==> src/rtl/bkgnd_pkg.sv <==
// ---------------------------------------------------------------------------
// bkgnd_pkg
//   Shared definitions for the background restore read path. It holds the
//   screen geometry, the coordinate/address/colour widths and the reader FSM
//   state encoding.
//   Ports: none (package).
// ---------------------------------------------------------------------------
package bkgnd_pkg;

    localparam int SCREEN_W = 160;
    localparam int SCREEN_H = 120;

    localparam int X_W    = 8;
    localparam int Y_W    = 7;
    localparam int ADDR_W = 15;
    localparam int COL_W  = 3;
    localparam int SIZE_W = 5;

    localparam logic [COL_W-1:0] TRANSPARENT_COLOUR = 3'b000;

    typedef enum logic [2:0] {
        S_IDLE,
        S_READ,
        S_WAIT,
        S_EMIT,
        S_DONE
    } state_t;

endpackage

==> src/rtl/rect_scan_counter.sv <==
// ---------------------------------------------------------------------------
// rect_scan_counter
//   Raster-order offset counter for a rectangular region. The x offset is the
//   inner loop and the y offset is the outer loop. It produces absolute pixel
//   coordinates, a last-pixel flag and an off-screen (clip) flag.
//   Ports:
//     clock, reset   system clock, synchronous active-high reset
//     load           latch origin/size and clear offsets
//     xorg, yorg     region origin
//     w, h           region size (non-zero when stepping)
//     step           advance to the next pixel in raster order
//     px, py         absolute coordinates of the current pixel (widened)
//     last           current pixel is the final one of the region
//     clip           current pixel lies outside the screen
// ---------------------------------------------------------------------------
module rect_scan_counter
    import bkgnd_pkg::*;
(
    input  logic              clock,
    input  logic              reset,
    input  logic              load,
    input  logic [X_W-1:0]    xorg,
    input  logic [Y_W-1:0]    yorg,
    input  logic [SIZE_W-1:0] w,
    input  logic [SIZE_W-1:0] h,
    input  logic              step,
    output logic [X_W:0]      px,
    output logic [Y_W:0]      py,
    output logic              last,
    output logic              clip
);

    logic [X_W-1:0]    xorg_q;
    logic [Y_W-1:0]    yorg_q;
    logic [SIZE_W-1:0] w_q;
    logic [SIZE_W-1:0] h_q;
    logic [SIZE_W-1:0] xoff;
    logic [SIZE_W-1:0] yoff;
    logic              x_end;
    logic              y_end;

    assign x_end = (xoff + 5'd1) == w_q;
    assign y_end = (yoff + 5'd1) == h_q;
    assign last  = x_end && y_end;

    always_ff @(posedge clock) begin
        if (reset) begin
            xorg_q <= '0;
            yorg_q <= '0;
            w_q    <= '0;
            h_q    <= '0;
            xoff   <= '0;
            yoff   <= '0;
        end else if (load) begin
            xorg_q <= xorg;
            yorg_q <= yorg;
            w_q    <= w;
            h_q    <= h;
            xoff   <= '0;
            yoff   <= '0;
        end else if (step) begin
            if (x_end) begin
                xoff <= '0;
                yoff <= yoff + 5'd1;
            end else begin
                xoff <= xoff + 5'd1;
            end
        end
    end

    // Sums are one bit wider than the screen coordinates so that a region
    // hanging past the right/bottom edge is detected rather than wrapping.
    assign px   = {1'b0, xorg_q} + {4'b0, xoff};
    assign py   = {1'b0, yorg_q} + {3'b0, yoff};
    assign clip = (px >= 9'(SCREEN_W)) || (py >= 8'(SCREEN_H));

endmodule

==> src/rtl/bkgnd_restore_reader.sv <==
// ---------------------------------------------------------------------------
// bkgnd_restore_reader
//   Reads a rectangle of the stored background out of the frame memory and
//   streams it as (x, y, colour) plot requests over a valid/ready handshake.
//   It restores the background behind a sprite that has moved. Off-screen
//   pixels are skipped without a memory read.
//   Optional feature macro: BKGND_READ_TRANSPARENT_EN. When defined, pixels
//   whose stored colour equals TRANSPARENT_COLOUR are read but not emitted.
//   Ports:
//     clock, reset          system clock, synchronous active-high reset
//     start                 begin a region read (sampled in IDLE only)
//     xPosition, yPosition  region origin, latched on accepted start
//     width, height         region size 0..16, latched on accepted start
//     busy                  region in progress (READ..DONE)
//     done                  one-cycle completion pulse
//     mem_addr, mem_rden    frame memory read request
//     mem_q                 frame memory data, valid one cycle after request
//     x, y, colourOut       current plot request
//     plot, plot_ready      plot request valid / downstream accept
// ---------------------------------------------------------------------------
module bkgnd_restore_reader
    import bkgnd_pkg::*;
(
    input  logic              clock,
    input  logic              reset,
    input  logic              start,
    input  logic [X_W-1:0]    xPosition,
    input  logic [Y_W-1:0]    yPosition,
    input  logic [SIZE_W-1:0] width,
    input  logic [SIZE_W-1:0] height,
    output logic              busy,
    output logic              done,
    output logic [ADDR_W-1:0] mem_addr,
    output logic              mem_rden,
    input  logic [COL_W-1:0]  mem_q,
    output logic [X_W-1:0]    x,
    output logic [Y_W-1:0]    y,
    output logic [COL_W-1:0]  colourOut,
    output logic              plot,
    input  logic              plot_ready
);

    state_t         state;
    state_t         next_state;
    logic           load;
    logic           step;
    logic [X_W:0]   px;
    logic [Y_W:0]   py;
    logic           last;
    logic           clip;

    assign load = (state == S_IDLE) && start;

    rect_scan_counter u_scan (
        .clock (clock),
        .reset (reset),
        .load  (load),
        .xorg  (xPosition),
        .yorg  (yPosition),
        .w     (width),
        .h     (height),
        .step  (step),
        .px    (px),
        .py    (py),
        .last  (last),
        .clip  (clip)
    );

    always_ff @(posedge clock) begin
        if (reset) begin
            state <= S_IDLE;
        end else begin
            state <= next_state;
        end
    end

    always_comb begin
        next_state = state;
        step       = 1'b0;
        case (state)
            S_IDLE: begin
                if (start) begin
                    next_state = ((width == '0) || (height == '0)) ? S_DONE : S_READ;
                end
            end
            S_READ: begin
                if (clip) begin
                    step       = 1'b1;
                    next_state = last ? S_DONE : S_READ;
                end else begin
                    next_state = S_WAIT;
                end
            end
            S_WAIT: begin
`ifdef BKGND_READ_TRANSPARENT_EN
                if (mem_q == TRANSPARENT_COLOUR) begin
                    step       = 1'b1;
                    next_state = last ? S_DONE : S_READ;
                end else begin
                    next_state = S_EMIT;
                end
`else
                next_state = S_EMIT;
`endif
            end
            S_EMIT: begin
                if (plot_ready) begin
                    step       = 1'b1;
                    next_state = last ? S_DONE : S_READ;
                end
            end
            S_DONE: begin
                next_state = S_IDLE;
            end
            default: begin
                next_state = S_IDLE;
            end
        endcase
    end

    // Plot payload is captured once in WAIT and only changes there, so it is
    // held steady for the whole of EMIT regardless of backpressure.
    always_ff @(posedge clock) begin
        if (reset) begin
            x         <= '0;
            y         <= '0;
            colourOut <= '0;
        end else if (state == S_WAIT) begin
            x         <= px[X_W-1:0];
            y         <= py[Y_W-1:0];
            colourOut <= mem_q;
        end
    end

    // py*160 + px built from shifts: 160 = 128 + 32.
    assign mem_addr = {py, 7'b0} + {2'b0, py, 5'b0} + {6'b0, px};
    assign mem_rden = (state == S_READ) && !clip;

    assign busy = (state != S_IDLE);
    assign done = (state == S_DONE);
    assign plot = (state == S_EMIT);

endmodule

==> config.mk <==
export PLATFORM = sky130hd
export DESIGN_NAME = bkgnd_restore_reader
export DESIGN_NICKNAME = d
export VERILOG_FILES = /design/src/rtl/bkgnd_pkg.sv /design/src/rtl/rect_scan_counter.sv /design/src/rtl/bkgnd_restore_reader.sv
export SDC_FILE = /design/constraint.sdc
export NUM_CORES = 1
export LEC_CHECK = 0
export ABC_AREA = 1
export CAP_MARGIN = 20
export CORE_MARGIN = 8
export CORE_UTILIZATION = 52
export DETAILED_ROUTE_END_ITERATION = 8
export PLACE_DENSITY = 0.8
export SLEW_MARGIN = 10
export SYNTH_ARGS = -nofsm -noshare
export SYNTH_HDL_FRONTEND = slang
export SYNTH_SLANG_ARGS = --single-unit
==> constraint.sdc <==
create_clock -name clock -period 4.7 [get_ports clock]
set_clock_uncertainty 0.05 [all_clocks]
set_input_delay 0.94 -clock clock [delete_from_list [all_inputs] [get_ports clock]]
set_output_delay 0.94 -clock clock [all_outputs]
set_load 0.005 [all_outputs]
==> results.txt, run 1 <==
run status = finished, final reports clean
Sum Neg Setup Slack = 0 ps
worst hold slack = 426 ps
Core Area = 0.00664 sq mm
largest net degree at the start of global routing = 43
Yosys cell types = 31
type of the most critical hold path = flop to flop
TritonCTS Buffers = 5
Layout Nets = 642
FILL cells = 543
critical path type = flop to primary output
Syn Inst Count = 504
VDD IR max = 0.000202 V
area delta synth->final = 30.3%
ys flop type = dfxtp_1
num ports = 69
FP Rows = 30
crit share post-route = 97.9%
GPL Wtd Cong = 0.878
Post-synth EDFFs = 0
fmax = 217 MHz
Clk Latency, worst-skew pair = 310 ps
WP data arrival = 3610 ps
clk root buf = clkbuf_8
Synth Net Count = 567
RSZ-0062 raised after global routing = true
antenna violations before repair = 0
final setup vio count = 0
ys async rst share = 0%
CTS tree = built
Antenna Cells = 0
Synth warnings = 0
number of DRC markers in iteration 0 = 214
Pleak = 2.14 nW
H-Tree Depth = 2
detailed-route DRC error count = 0
placed wire-length estimate = 6760 microns
Cell Area, Synth = 0.00349 sq mm
data required time of the critical path = 3710 ps
global-route wire length before repair = 15100 microns
GRT Overall Usage = 18.5%
Worst setup EP type = primary output
CP max FO = 4
Post-Place Setup Slack = -107 ps
Die Wd = 97.9 microns
vias in the first global route = 3369
post-route ant nets = 0
Clock Tree Buf Depth = 2
DR WL/cell = 14.3 microns
synthesized flop and latch total = 56
Worst-Margin Slew = 1010 ps
fin crit period = 4600 ps
average size of a mapped cell = 6.92 sq um
CP Launch Type = flop
Port Buf Inserts = 68
die area = 0.00959 sq mm
vias after detailed routing = 3489
clk sinks = 56
DRT Wirelength = 9430 microns
maxcap violations = 0
Die Y = 97.9 microns
post-route setup slack = 99.2 ps
DR vias/cell = 5.29
fin. max-slew vios = 0
clock-pin slew on the worst setup and hold paths = 100 ps
total gr overflow = 0
DR pass1 iterations = 5
relative slew slack = 32.9%
share of cells above drive strength 1 = 12.6%
sequential cell area fraction in the yosys report = 32.1%
Power Total = 0.00167 W
Initial Utilization = 52.5%
final hold violation count = 0
power per cell area = 368 mW/mm^2
==> cells in the mapped netlist (7+ instances only) <==
cell type / n / area (sq um)
clkbuf_1: 13 / 48.8
ha_1: 27 / 338
nor2_1: 42 / 158
nand3_1: 41 / 205
a21oi_1: 41 / 205
nand2_1: 107 / 402
xor2_1: 8 / 70.1
inv_1: 67 / 251
o21ai_0: 40 / 200
nand4_1: 7 / 43.8
xnor2_1: 7 / 61.3
dfxtp_1: 56 / 1120
==> critical path, cell delays in order (launching register included) <==
cell     delay, ps
dfxtp_2        360
ha_4           140
inv_2           40
fa_2           390
inv_2           60
nand2_2         40
nand2_2         60
nand3_2         80
nand2_2        100
nand2_4         60
nor2_4         100
fa_1           480
ha_4           300
a21oi_2        120
nand2_1         90
nand2_1         60
nand2_1         60
a21oi_2        150
inv_1           60
a21oi_2        120
nor2_1          50
nor2_1         110
xor2_1         140
buf_2          130
==> per-layer routing <==
metal / wire length [microns] / vias to the layer above / GRT usage (%)
met5: 0 / - / 0
met4: 235 / 0 / 5.40
met3: 390 / 23 / 2.84
met2: 4750 / 87 / 34.2
met1: 4060 / 1609 / 21.3
li1: - / 1770 / -
==> kinds of logic after synthesis <==
logic type	after synthesis	synth area share (%)
fa+ha+maj	31	12.0
compound gates	95	14.6
simple gates	215	26.6
flops	56	32.1
xor+xnor	15	3.77
buf+inv	92	10.9
==> what timing repair did <==
item / 4_1_cts / 5_1_grt
setup buffers: 1 / 3
hold buffers: 0 / 0
resized for setup: 16 / 27
pin swaps: 4 / 18
setup endpoints to repair: 4 / 6
gates cloned: 0 / 0
==> power by group <==
group	switching (W)	leakage [nW]	internal [W]	total [W]
combinational	0.000398	1.63	0.000366	0.000764
clock	0.000161	0.0516	0.000121	0.000282
sequential	0.0000586	0.459	0.000567	0.000625
==> registers in the layout (all words and copies together), names as in the netlist <==
name / flops
u_scan.xorg_q: 8
x: 8
u_scan.yorg_q: 7
y: 7
u_scan.h_q: 5
u_scan.w_q: 5
u_scan.xoff: 5
u_scan.yoff: 5
colourOut: 3
state: 3
==> area by class of cell <==
type	count	area (sq um)	share of cell area, %
sequential	56	1120	24.7
tap	80	100	2.20
clock inverter	2	13.8	0.303
inverter	71	267	5.86
timing repair buffer	89	826	18.2
multi-input combinational	356	2130	46.9
clock buffer	6	82.6	1.82
==> layout by cell type, fill, tap and decap left out, drive strengths merged, types with 7 or more instances in the layout <==
master and count:
dfxtp 56, xnor2 7, nand2 113, nand3 42, o21ai 41, inv 72
ha 27, nand4 7, xor2 8, clkdlybuf4s50 64, a21oi 42, buf 24
nor2 43
==> path summary, 6_finish.rpt <==
check                        end  slack [ps]              from  cells after the start
hold reg to reg             x[2]         430              x[2]                      2
setup reg to reg  u_scan.yoff[2]        2030  u_scan.xorg_q[0]                     20
setup / recovery    mem_addr[13]         100  u_scan.xorg_q[0]                     23
hold / removal              x[2]         430              x[2]                      2
==> stage by stage <==
step | cells | utilization (%) | cell area [sq um]
finish | 660 | 68.4 | 4550
global route | 660 | 68.4 | 4550
global placement | 648 | 64.5 | 4280
CTS | 657 | 66.5 | 4420
detailed placement | 648 | 64.5 | 4280
floorplan | 504 | - | 3490
Power figures use the tool's default switching activity.
==> inputs of run 2 (changes only) <==
- HOLD_SLACK_MARGIN: default -> 0.05
==> results of run 2 <==
Same layout as run 1: the final DEF is identical, and so are final timing and power.
==> inputs of run 3 (changes only) <==
- CORE_UTILIZATION: 52 -> 50
- PLACE_DENSITY: 0.8 -> 0.78
==> run 3 against run 2 <==
Net effect:
- setup slack got worse by 54 ps
- sequential cell count unchanged
- non-clock buffer count decreased by 2
- maximum frequency decreased by 1.2%
- total power increased by 4.5%
- critical path type unchanged
- critical endpoint is now mem_addr[14]
- largest power group unchanged
==> results.txt, run 3 (synthesis results as in run 1) <==
run status = finished, final reports clean (unchanged)
Clk Latency, worst-skew pair = 310 ps (about the same)
TritonCTS Buffers = 5 (unchanged)
global-route wire length before repair = 15700 microns (was 15100 microns)
Port Buf Inserts = 68 (unchanged)
Initial Utilization = 51.6% (was 52.5%)
area delta synth->final = 30.4% (was 30.3%)
clock-pin slew on the worst setup and hold paths = 100 ps (about the same)
crit share post-route = 99.0% (was 97.9%)
Core Area = 0.00676 sq mm (was 0.00664 sq mm)
Pleak = 2.14 nW (about the same)
share of cells above drive strength 1 = 12.1% (was 12.6%)
fin crit period = 4660 ps (was 4600 ps)
Clock Tree Buf Depth = 2 (unchanged)
combinational fraction of design power = 43.0% (was 45.7%)
DR WL/cell = 14.0 microns (was 14.3 microns)
Antenna Cells = 0 (unchanged)
CTS tree = built (unchanged)
critical path cell sequence = ha_4 > inv_4 > fa_2 > inv_2 > nand2_2 > nand2_2 > nand3_2 > nand2_2 > nand2_4 > nand2_2 > inv_2 > ha_4 > ha_4 > fa_2 > nand3_2 > nand3_2 > a21o_1 > a21oi_2 > nor2_1 > nor2_1 > nor2_1 > nor2_1 > xnor2_1 > buf_2 (was ha_4 > inv_2 > fa_2 > inv_2 > nand2_2 > nand2_2 > nand3_2 > nand2_2 > nand2_4 > nor2_4 > fa_1 > ha_4 > a21oi_2 > nand2_1 > nand2_1 > nand2_1 > a21oi_2 > inv_1 > a21oi_2 > nor2_1 > nor2_1 > xor2_1 > buf_2)
clk root buf = clkbuf_8 (unchanged)
fmax = 215 MHz (was 217 MHz)
maxcap violations = 0 (unchanged)
Sum Neg Setup Slack = 0 ps (unchanged)
crit-path max cell delay = 390 ps (was 480 ps)
Worst-Margin Slew = 985 ps (was 1010 ps)
die area = 0.00991 sq mm (was 0.00959 sq mm)
CP max FO = 2 (was 4)
DRT Wirelength = 9190 microns (was 9430 microns)
Die Y = 99.5 microns (was 97.9 microns)
CP max-delay cell = fa_2 (was fa_1)
relative slew slack = 34.2% (was 32.9%)
clock network power share = 21.3% (was 16.9%)
power per cell area = 384 mW/mm^2 (was 368 mW/mm^2)
num ports = 69 (unchanged)
placed wire-length estimate = 6750 microns (was 6760 microns)
commonest non-fill, non-tap cell in the layout = nand2_1 (unchanged)
DR vias/cell = 5.25 (was 5.29)
antenna violations before repair = 0 (unchanged)
largest net degree at the start of global routing = 42 (was 43)
vias after detailed routing = 3450 (was 3489)
post-route ant nets = 0 (unchanged)
worst hold slack = 426 ps (about the same)
VDD IR max = 0.000210 V (was 0.000202 V)
H-Tree Depth = 2 (unchanged)
Flop pwr share = 35.7% (was 37.4%)
Power Total = 0.00175 W (was 0.00167 W)
vias in the first global route = 3420 (was 3369)
Die Wd = 99.5 microns (was 97.9 microns)
DR pass1 iterations = 4 (was 5)
P_int = 0.00114 W (was 0.00105 W)
GPL Wtd Cong = 0.836 (was 0.878)
WP data arrival = 3670 ps (was 3610 ps)
fin. max-slew vios = 0 (unchanged)
Worst setup EP type = primary output (unchanged)
detailed-route DRC error count = 0 (unchanged)
final setup vio count = 0 (unchanged)
number of DRC markers in iteration 0 = 120 (was 214)
GRT Overall Usage = 19.0% (was 18.5%)
Sw Pwr = 0.000611 W (was 0.000618 W)
RSZ-0062 raised after global routing = true (unchanged)
total gr overflow = 0 (unchanged)
FP Rows = 30 (unchanged)
Sw Share = 35.0% (was 37.0%)
final hold violation count = 0 (unchanged)
data required time of the critical path = 3710 ps (about the same)
type of the most critical hold path = flop to flop (unchanged)
Layout Nets = 640 (was 642)
critical path type = flop to primary output (unchanged)
most frequent cells in the layout = 102 x nand2_1, 64 x inv_1, 64 x clkdlybuf4s50_1 (was 102 x nand2_1, 65 x inv_1, 64 x clkdlybuf4s50_1)
fin util = 67.3% (was 68.4%)
CP Launch Type = flop (unchanged)
clk sinks = 56 (unchanged)
largest registers = u_scan.xorg_q: 8 flops, x: 8 flops (unchanged)
## run 3: power by group through the flow
stage / Combinational (W) / Clock [W] / Sequential, W
final: 0.000751 / 0.000372 / 0.000624
after global routing: 0.000841 / 0.000394 / 0.000637
after CTS: 0.000731 / 0.000373 / 0.000621
after detailed placement: 0.000722 / 0 / 0.000630
after global placement: 0.000707 / 0 / 0.000627
after floorplan: 0.000410 / 0 / 0.000625
## run 3: path summary, 6_finish.rpt
check,slack [ps],start,depth (start not counted),end
hold reg to reg,430,u_scan.yorg_q[0],2,u_scan.yorg_q[0]
setup / recovery,40,u_scan.xorg_q[0],24,mem_addr[14]
hold / removal,430,u_scan.yorg_q[0],2,u_scan.yorg_q[0]
setup reg to reg,2010,u_scan.xoff[0],14,state[0]
## run 3: worst max-delay path: cells and delay by family, from the launching register on
kind | cells | cell delay, ps
fa+ha+maj | 5 | 1310
simple gates | 12 | 910
flops | 1 | 370
compound gates | 2 | 370
buf+inv | 4 | 270
xor+xnor | 1 | 130
## run 3: metal layers
layer	part of all wire (%)	routed length, microns	GRT usage, %	vias up
met2	49	4500	33.8	75
met4	1.3	121	6.05	0
met3	5.6	511	3.56	8
li1	-	-	-	1765
met5	0	0	0	-
met1	44	4050	22.2	1602
## run 3: cell type report
| type | instances | area, sq um |
|---|---|---|
| Inverter | 71 | 269 |
| Timing Repair Buffer | 87 | 812 |
| Sequential cell | 56 | 1120 |
| Clock inverter | 2 | 60.1 |
| Fill cell | 567 | 2210 |
| Tap cell | 80 | 100 |
| Clock buffer | 5 | 68.8 |
| Multi-Input combinational cell | 356 | 2110 |
## run 3: what timing repair did
action / 4_1_cts / 5_1_grt
setup endpoints to repair: 4 / 6
pin swaps: 3 / 20
hold buffers: 0 / 0
hold endpoints to repair: 0 / 0
setup buffers: 1 / 2
resized for setup: 16 / 27
## run 3: through the flow
step                setup WS, ps  std cells  area, sq um
floorplan                    431        504         3490
global placement           -1.32        647         4280
detailed placement          -165        647         4280
CTS                         -122        655         4440
global route                -227        657         4550
finish                      44.9        657         4550
